==> src/rtl/sb_pkg.sv <==
// Shared types for the system-bus peripheral arbiter: request bundle and lock FSM states.
package sb_pkg;
  localparam int SB_ADDR_W = 32;
  localparam int SB_DATA_W = 32;

  typedef struct packed {
    logic                 we;
    logic [SB_ADDR_W-1:0] addr;
    logic [SB_DATA_W-1:0] wdata;
  } sb_req_t;

  typedef enum logic {
    ARB    = 1'b0,
    LOCKED = 1'b1
  } sb_arb_state_e;
endpackage

==> src/rtl/sb_periph_arbiter_rr_picker.sv <==
// Combinational round-robin picker: first masked requester at or above ptr_i, wrapping.
module rr_picker #(
  parameter int N  = 2,
  parameter int IW = 1
) (
  input  logic [N-1:0]  req_i,
  input  logic [IW-1:0] ptr_i,
  input  logic [N-1:0]  mask_i,
  output logic [N-1:0]  gnt_o,
  output logic [IW-1:0] idx_o
);
  logic          found;
  logic [IW-1:0] j;

  always_comb begin
    gnt_o = '0;
    idx_o = '0;
    found = 1'b0;
    j     = '0;
    for (int i = 0; i < N; i++) begin
      j = IW'((int'(ptr_i) + i) % N);
      if (!found && req_i[j] && mask_i[j]) begin
        found    = 1'b1;
        gnt_o[j] = 1'b1;
        idx_o    = j;
      end
    end
  end
endmodule

==> src/rtl/sb_periph_arbiter.sv <==
// Round-robin arbiter with bounded bus lock sharing one peripheral port; routes one-cycle read data
// back to the issuing master. Valid/ready: an access is accepted exactly in the cycle m_gnt_o[k] is high.
module sb_periph_arbiter
  import sb_pkg::*;
#(
  parameter int NUM_MASTERS = 2,
  parameter int LOCK_MAX    = 8
) (
  input  logic                                   clk_i,
  input  logic                                   rst_ni,
  input  logic [NUM_MASTERS-1:0]                 m_req_i,
  input  logic [NUM_MASTERS-1:0]                 m_we_i,
  input  logic [NUM_MASTERS-1:0]                 m_lock_i,
  input  logic [NUM_MASTERS-1:0][SB_ADDR_W-1:0]  m_addr_i,
  input  logic [NUM_MASTERS-1:0][SB_DATA_W-1:0]  m_wdata_i,
  output logic [NUM_MASTERS-1:0]                 m_gnt_o,
  output logic [NUM_MASTERS-1:0]                 m_rvalid_o,
  output logic [NUM_MASTERS-1:0][SB_DATA_W-1:0]  m_rdata_o,
  output logic                                   s_req_o,
  output logic                                   s_we_o,
  output logic [SB_ADDR_W-1:0]                   s_addr_o,
  output logic [SB_DATA_W-1:0]                   s_wdata_o,
  input  logic [SB_DATA_W-1:0]                   s_rdata_i,
  output sb_arb_state_e                          dbg_state_o
);
  localparam int         IW         = (NUM_MASTERS > 1) ? $clog2(NUM_MASTERS) : 1;
  localparam logic [7:0] LOCK_MAX_C = 8'(LOCK_MAX);

  sb_arb_state_e    state_q;
  logic [IW-1:0]    rr_ptr_q, owner_q, excl_idx_q, rd_owner_q;
  logic [7:0]       lock_cnt_q;
  logic             excl_vld_q, rd_pend_q;

  logic [NUM_MASTERS-1:0] excl_oh, arb_mask, pick_gnt, gnt;
  logic [IW-1:0]          pick_idx, gnt_idx, ptr_nxt;
  logic [7:0]             cnt_nxt;
  logic                   gnt_any, gnt_rd;
  sb_req_t                s_sel;

  // A force-released owner is skipped for one cycle, but only if someone else wants the bus.
  always_comb begin
    excl_oh = '0;
    for (int i = 0; i < NUM_MASTERS; i++) begin
      if (excl_vld_q && (excl_idx_q == IW'(i))) excl_oh[i] = 1'b1;
    end
    arb_mask = (|(m_req_i & ~excl_oh)) ? ~excl_oh : '1;
  end

  rr_picker #(.N(NUM_MASTERS), .IW(IW)) u_picker (
    .req_i  (m_req_i),
    .ptr_i  (rr_ptr_q),
    .mask_i (arb_mask),
    .gnt_o  (pick_gnt),
    .idx_o  (pick_idx)
  );

  always_comb begin
    gnt     = '0;
    gnt_idx = pick_idx;
    if (!rst_ni) begin
      gnt = '0;
    end else if (state_q == LOCKED) begin
      gnt_idx = owner_q;
      if (m_req_i[owner_q]) gnt[owner_q] = 1'b1;
    end else begin
      gnt = pick_gnt;
    end
  end

  assign gnt_any = |gnt;
  assign gnt_rd  = gnt_any && !m_we_i[gnt_idx];
  assign ptr_nxt = (gnt_idx == IW'(NUM_MASTERS - 1)) ? '0 : gnt_idx + IW'(1);
  assign cnt_nxt = lock_cnt_q + {7'd0, gnt_any};
  assign m_gnt_o = gnt;

  always_comb begin
    s_sel = '0;
    if (gnt_any) begin
      s_sel.we    = m_we_i[gnt_idx];
      s_sel.addr  = m_addr_i[gnt_idx];
      s_sel.wdata = m_wdata_i[gnt_idx];
    end
  end

  assign s_req_o     = gnt_any;
  assign s_we_o      = s_sel.we;
  assign s_addr_o    = s_sel.addr;
  assign s_wdata_o   = s_sel.wdata;
  assign dbg_state_o = state_q;

  always_ff @(posedge clk_i or negedge rst_ni) begin
    if (!rst_ni) begin
      state_q    <= ARB;
      rr_ptr_q   <= '0;
      owner_q    <= '0;
      lock_cnt_q <= '0;
      excl_vld_q <= 1'b0;
      excl_idx_q <= '0;
      rd_pend_q  <= 1'b0;
      rd_owner_q <= '0;
    end else begin
      excl_vld_q <= 1'b0;
      rd_pend_q  <= gnt_rd;
      if (gnt_rd)  rd_owner_q <= gnt_idx;
      if (gnt_any) rr_ptr_q   <= ptr_nxt;
      case (state_q)
        ARB: begin
          if (gnt_any && m_lock_i[gnt_idx]) begin
            if (LOCK_MAX <= 1) begin
              excl_vld_q <= 1'b1;
              excl_idx_q <= gnt_idx;
            end else begin
              state_q    <= LOCKED;
              owner_q    <= gnt_idx;
              lock_cnt_q <= 8'd1;
            end
          end
        end
        LOCKED: begin
          if (gnt_any) lock_cnt_q <= cnt_nxt;
          if (!m_lock_i[owner_q]) begin
            state_q    <= ARB;
            lock_cnt_q <= '0;
          end else if (cnt_nxt == LOCK_MAX_C) begin
            state_q    <= ARB;
            lock_cnt_q <= '0;
            excl_vld_q <= 1'b1;
            excl_idx_q <= owner_q;
          end
        end
        default: state_q <= ARB;
      endcase
    end
  end

  always_comb begin
    m_rvalid_o = '0;
    m_rdata_o  = '0;
    for (int i = 0; i < NUM_MASTERS; i++) begin
      if (rd_pend_q && (rd_owner_q == IW'(i))) begin
        m_rvalid_o[i] = 1'b1;
        m_rdata_o[i]  = s_rdata_i;
      end
    end
  end
endmodule

==> config.mk <==
export PLATFORM = sky130hd
export DESIGN_NAME = sb_periph_arbiter
export DESIGN_NICKNAME = d
export VERILOG_FILES = /design/src/rtl/sb_pkg.sv /design/src/rtl/sb_periph_arbiter_rr_picker.sv /design/src/rtl/sb_periph_arbiter.sv
export SDC_FILE = /design/constraint.sdc
export NUM_CORES = 1
export LEC_CHECK = 0
export ABC_AREA = 1
export CAP_MARGIN = 20
export CELL_PAD_IN_SITES_DETAIL_PLACEMENT = 1
export CELL_PAD_IN_SITES_GLOBAL_PLACEMENT = 1
export CORE_ASPECT_RATIO = 0.5
export CORE_MARGIN = 5
export CORE_UTILIZATION = 15
export DETAILED_ROUTE_END_ITERATION = 10
export HOLD_SLACK_MARGIN = 0.06
export MAX_ROUTING_LAYER = met4
export PLACE_DENSITY = 0.95
export SYNTH_ARGS = -nofsm -noshare
export SYNTH_HDL_FRONTEND = slang
export SYNTH_SLANG_ARGS = --single-unit
==> constraint.sdc <==
create_clock -name clk_i -period 4 [get_ports clk_i]
set_input_delay 0.8 -clock clk_i [delete_from_list [all_inputs] [get_ports clk_i]]
set_output_delay 0.8 -clock clk_i [all_outputs]
set_load 0.01 [all_outputs]
==> results of run 1 <==
-- worst max path at each step --
stage / start / end / slack, ns
finish: m_req_i[0] / s_wdata_o[14] / 0.07
CTS: m_req_i[0] / s_addr_o[16] / 0.02
global route: m_req_i[0] / s_wdata_o[3] / -0.05
floorplan: m_req_i[0] / lock_cnt_q[3]$_DFFE_PN0P_ / 1.25
detailed placement: m_req_i[1] / s_wdata_o[18] / -0.29
global placement: m_req_i[1] / s_wdata_o[23] / -0.17
-- state kept, by name, summed over array words and instances (netlist names) --
signal and count:
dbg_state_o 1, excl_idx_q 1, excl_vld_q 1, lock_cnt_q 8, owner_q 1, rd_owner_q 1
rd_pend_q 1, rr_ptr_q 1
-- timing repair --
action                                  in CTS  in global routing
buffers inserted                             0                  1
gates resized for setup                      1                 36
cloned                                       2                  1
pin swaps                                    1                  2
endpoints found under the setup margin      65                 57
-- per-stage QoR --
stage / power, uW / setup TNS (ns) / cell area (sq um) / hold slack [ns]
floorplan: 1100 / 0 / 2350 / 0.446
global placement: 2140 / -4.80 / 5630 / 0.465
detailed placement: 2200 / -10.49 / 5630 / 0.485
CTS: 2440 / 0 / 5720 / 0.488
global route: 2610 / -0.0819 / 5840 / 0.511
finish: 2450 / 0 / 5840 / 0.484
-- cell type report --
type | count | area (sq um)
multi-input cells | 376 | 1670
repair buffers | 318 | 3270
fillers | 1938 | 9530
well taps | 204 | 255
flip-flops and latches | 15 | 375
clock inverters | 1 | 5.00
inverters | 51 | 191
clock buffers | 3 | 75.1
-- tightest hold or removal path, cell delays in order (launching register included) --
cell,delay (ns)
dfrtp_1,0.34
nand2_1,0.05
nand2_1,0.05
-- cell families (layout without fill, tap and decap cells) --
logic type / Yosys count / after routing / share of synthesized area [%]
AND/OR/NAND/NOR: 297 / 300 / 52.4
XOR/XNOR: 1 / 1 / 0.373
flip-flops: 15 / 15 / 16.0
AO/OA/AOI/OAI: 73 / 73 / 15.5
adder cells (fa/ha/maj): 2 / 2 / 1.06
buffers and inverters: 79 / 373 / 14.6
-- metal layers --
layer  GRT usage, %  up-vias  part of all wire [%]
li1               -     2034                     -
met3           2.72       43                   3.7
met4           6.47        0                   3.7
met5              -        -                     0
met2           34.7      122                    54
met1           19.8     2028                    39
-- power by group through the flow --
| stage | logic, uW | clock network [uW] | registers, uW |
|---|---|---|---|
| after floorplan | 894 | 0 | 209 |
| after global placement | 1930 | 0 | 212 |
| after detailed placement | 1980 | 0 | 214 |
| after CTS | 2030 | 206 | 211 |
| after global routing | 2190 | 208 | 218 |
| final | 2040 | 201 | 212 |
-- cell usage in the layout (no fill, tap or decap) --
master | netlist | final
o21ai_1 | 4 | 4
clkinv_2 | 0 | 1
clkdlybuf4s50_1 | 0 | 270
nand3_4 | 1 | 1
inv_2 | 5 | 5
dlymetal6s2s_1 | 0 | 32
nor2_2 | 4 | 5
nand3b_1 | 3 | 3
nand3_2 | 1 | 1
dfrtp_1 | 15 | 15
nand2_4 | 3 | 3
nand2_1 | 187 | 185
nand4_1 | 4 | 4
nand2_2 | 3 | 5
nand3_1 | 16 | 16
a21oi_2 | 0 | 1
clkinv_1 | 1 | 1
nor2_1 | 72 | 72
nor2_4 | 2 | 4
clkbuf_16 | 0 | 3
nor3_1 | 1 | 1
a21oi_1 | 69 | 68
inv_1 | 45 | 45
ha_1 | 2 | 2
xor2_1 | 1 | 1
buf_12 | 0 | 4
buf_4 | 6 | 12
==> flow_summary.toml, run 1 <==
[die]
die_w_um = 187
io_pins = 303
start_util_pct = 15.3
dieHeight_um = 98.5
std_cell_rows = 32
die_area_sq_um = 18400
fp.coreArea_sq_um = 15400

[synth]
synth_cells = 467
syn-num-nets = 637
synth_area_sq_um = 2350
synthArstFlopShare_pct = 100
yosysTopAreaCell = "nand2_1"
synth_edf_count = 0
avgSynthCellArea_sq_um = 5.03
yosysMostFrequentCell = "nand2_1"
ys_warn_count = 0
synth_top_area_share_pct = 29.9
ys_seq_area_share_pct = 16.0
synth_flop_cell = "dfrtp_1"
synth.distinct_cells = 24
synth.area.top_cells = "nand2_1 30%, dfrtp_1 16%, a21oi_1 15%"
synthTopCellsByCount = "187 x nand2_1, 72 x nor2_1, 69 x a21oi_1"
ys_ff_latch = 15

[sta]
worst_pin_slew_ns = 0.760
setup-violations-final = 0
period_share_pct = 98.2
period_needed_ns = 3.93
clock-skew-final_ns = 0.00510
maxSlewHeadroom_pct = 49.2
finalMaxSlewViolations = 0
fmax_mhz = 255
setup_slack_ns = 0.0725
final-hold-violation-count = 0

[critical_path]
slowest_stage = "clkdlybuf4s50_1"
end_kind = "output pin"
worstPathArrival_ns = 3.13
timing.rr.end = "lock_cnt_q[3]$_DFFE_PN0P_"
critPathRequiredTime_ns = 3.20
r2r_slack_ns = 1.23
critPathTopFamily = "buffers and inverters"
crit_buf_inv = 5
path_common_cell = "nand2_1"
critPathKind = "in2out"
rr_startpoint = "excl_idx_q$_DFFE_PN0P_"
cp_max_fo = 67
r2r_cells = 17
crit_cells = 11
max_stage_delay_ns = 0.57
start_kind = "input pin"
worstPathCellList = "clkdlybuf4s50_1, inv_2, nand2_1, nand2_1, buf_4, nand3_1, nand2_2, buf_12, nand2_1, a21oi_1, clkdlybuf4s50_1"

[clock_tree]
cts-root-buf = "clkbuf_16"
clk_pin_slew_worst_paths_ns = 0.05
cts_buffer_depth = 2
cts_sinks = 15
cts_hold_buf = 0
cts-buffers-inserted = 3
htreeDepth = 1
clock_latency_ns = 0.25
tritoncts = "built"

[placed_design]
place_ws_ns = -0.287
gp_congestion = 1.02
portBuffers = 302
placed_cells = 960
dp_hpwl_um = 14600

[routing]
wl_per_cell_um = 18.6
wirelength_um = 18000
drc = 0
drt_iter0_markers = 176
ant_nets = 0
vias = 4227
drtPass1Iterations = 4
viasPerCell = 4.37

[min_path]
hold_class = "reg2reg"
hp-start = "lock_cnt_q[0]$_DFFE_PN0P_"
hold_end = "lock_cnt_q[0]$_DFFE_PN0P_"
hold_path_depth = 2

[pwr]
peakVddDrop_mv = 0.165
p_comb_share_pct = 83.1
intPower_uw = 1250
p_leak_uw = 0.00300
p_sw_uw = 1200
switching_share_pct = 48.9
p_seq_share_pct = 8.7
clkPwrFrac_pct = 8.2
power_density_nw_per_um2 = 419

[global_routing]
grt_pass1_wl_um = 26200
global_route.usage.total_pct = 18.4
antenna_found_initial = 0
first_global_vias = 4562
grt_remaining_overflow = 0
grt_max_degree = 68

[run]
drv_cap = 0

[run_status]
status = "finished, final reports clean"

[final_layout]
fin_cells = 968
drive_gt1_share_pct = 5.89
syn_to_final_growth_pct = 149
final_util_pct = 38.0
nets = 935
diodes = 0
Note: power is estimated with default switching activity, not from simulation.
==> inputs of run 2 (changes only) <==
--- a/config.mk
+++ b/config.mk
@@ -15,7 +15,7 @@
 export DETAILED_ROUTE_END_ITERATION = 10
 export HOLD_SLACK_MARGIN = 0.06
 export MAX_ROUTING_LAYER = met4
-export PLACE_DENSITY = 0.95
+export PLACE_DENSITY = 0.93
 export SYNTH_ARGS = -nofsm -noshare
 export SYNTH_HDL_FRONTEND = slang
 export SYNTH_SLANG_ARGS = --single-unit
==> flow_summary.toml, run 2 (synthesis results as in run 1) <==
[pwr]
total_power_uw = 2490
peakVddDrop_mv = 0.154
p_leak_uw = 0.00254
power_density_nw_per_um2 = 430

[critical_path]
cp_max_fo = 14
end_kind = "output pin"
critPathRequiredTime_ns = 3.20
critPathKind = "in2out"
r2r_slack_ns = 1.17
start_kind = "input pin"
worstPathArrival_ns = 3.01

[final_layout]
largest_reg_flops = 8
nFillCells = 1972
layout_common_cells = "300 x clkdlybuf4s50_1, 185 x nand2_1, 72 x nor2_1"
nets = 938
drive_gt1_share_pct = 6.13
multi_input_area_sq_um = 1650
fin_cells = 972
seq_area_sq_um = 375
top_register = "lock_cnt_q"
layout_commonest_cell = "clkdlybuf4s50_1"
final_area_sq_um = 5800
syn_to_final_growth_pct = 147

[routing]
vias = 4129
wirelength_um = 17900
drc = 0
drtPass1Iterations = 4
viasPerCell = 4.25
drt_iter0_markers = 224
ant_nets = 0
wl_per_cell_um = 18.4

[sta]
clock-skew-final_ns = 0.00457
maxSlewHeadroom_pct = 60.2
setup-violations-final = 0
finalMaxSlewViolations = 0
period_needed_ns = 3.81
fmax_mhz = 262
final-hold-violation-count = 0
period_share_pct = 95.3
worst_pin_slew_ns = 0.595
rsz0062_at_grt = "no"

[clock_tree]
htreeDepth = 1
cts_sinks = 15
tritoncts = "built"
clock_latency_ns = 0.25
clk_pin_slew_worst_paths_ns = 0.05
cts_buffer_depth = 2
cts-root-buf = "clkbuf_16"
cts-buffers-inserted = 3

[die]
start_util_pct = 15.3
fp.coreArea_sq_um = 15400
io_pins = 303
die_area_sq_um = 18400
die_w_um = 187
dieHeight_um = 98.5
std_cell_rows = 32

[global_routing]
antenna_found_initial = 0
global_route.usage.total_pct = 18.8
first_global_vias = 4439
grt_pass1_wl_um = 26800
grt_remaining_overflow = 0
grt_max_degree = 41

[placed_design]
portBuffers = 302
placed_area_sq_um = 5630
placed_cells = 961
dp_hpwl_um = 14900
gp_congestion = 1.05

[run_status]
status = "finished, final reports clean"

[min_path]
hold_class = "reg2reg"

[run]
drv_cap = 0
run 2: changes by cell type in the layout (fill, tap and decap cells not counted):
cell and delta:
nor2_2 -1, nor2_4 -1, diode_2 +1, a21oi_2 -1
buf_6 +2, clkdlybuf4s50_1 +30, a21oi_1 +1, dlymetal6s2s_1 -30
buf_4 +3
run 2: worst paths after layout:
kind	depth (start not counted)	start	endpoint
setup reg to reg	18	dbg_state_o$_DFF_PN0_	lock_cnt_q[3]$_DFFE_PN0P_
setup / recovery	11	m_req_i[1]	s_wdata_o[13]
min in group asynchronous	2	rst_ni	dbg_state_o$_DFF_PN0_
hold / removal	2	lock_cnt_q[0]$_DFFE_PN0P_	lock_cnt_q[0]$_DFFE_PN0P_
hold reg to reg	2	lock_cnt_q[0]$_DFFE_PN0P_	lock_cnt_q[0]$_DFFE_PN0P_
max in group asynchronous	2	rst_ni	lock_cnt_q[2]$_DFFE_PN0P_
run 2: what timing repair did:
item	in CTS	in global routing
setup buffers	5	0
pin swaps	1	0
endpoints found under the setup margin	42	16
resized for setup	1	6
gates cloned	1	0
hold buffers	0	0
run 2: final cells by class:
class                      count  share of cell area (%)
antenna                        1                  0.0432
clock buffer                   3                    1.30
clock inverter                 1                  0.0864
inverter                      51                    3.30
multi-input combinational    374                    28.4
sequential                    15                    6.48
tap                          204                    4.40
timing repair buffer         323                    56.0
run 2: where the power goes:
| group | switching, uW | internal (uW) | total (uW) |
|---|---|---|---|
| combinational | 1090 | 989 | 2080 |
| sequential | 30.5 | 184 | 214 |
| clock | 65.1 | 134 | 199 |
run 2: metrics by stage:
| stage | setup TNS (ns) | utilization, % | setup WS, ns | hold slack [ns] |
|---|---|---|---|---|
| finish | 0 | 37.7 | 0.190 | 0.497 |
| global route | 0 | 37.7 | 0.0124 | 0.514 |
| CTS | 0 | 37.6 | 0.0904 | 0.500 |
| detailed placement | -6.35 | 36.6 | -0.243 | 0.506 |
| global placement | -2.46 | 36.6 | -0.0983 | 0.463 |
| floorplan | 0 | - | 1.25 | 0.446 |
run 2: worst max-delay path, cell delays in order:
cell and delay (ns):
clkdlybuf4s50_1 0.46, nand3_1 0.14, nand2_1 0.07, nor2_1 0.12
nand2_1 0.11, nand2_2 0.16, nor2_4 0.05, buf_12 0.15
buf_4 0.18, a21oi_1 0.19, clkdlybuf4s50_1 0.59
run 2: layer usage:
layer  part of all wire [%]  global-route usage (%)
met5                      0                       -
met4                    2.3                    4.37
met3                    4.7                    1.27
met2                     55                    36.3
met1                     38                    21.5
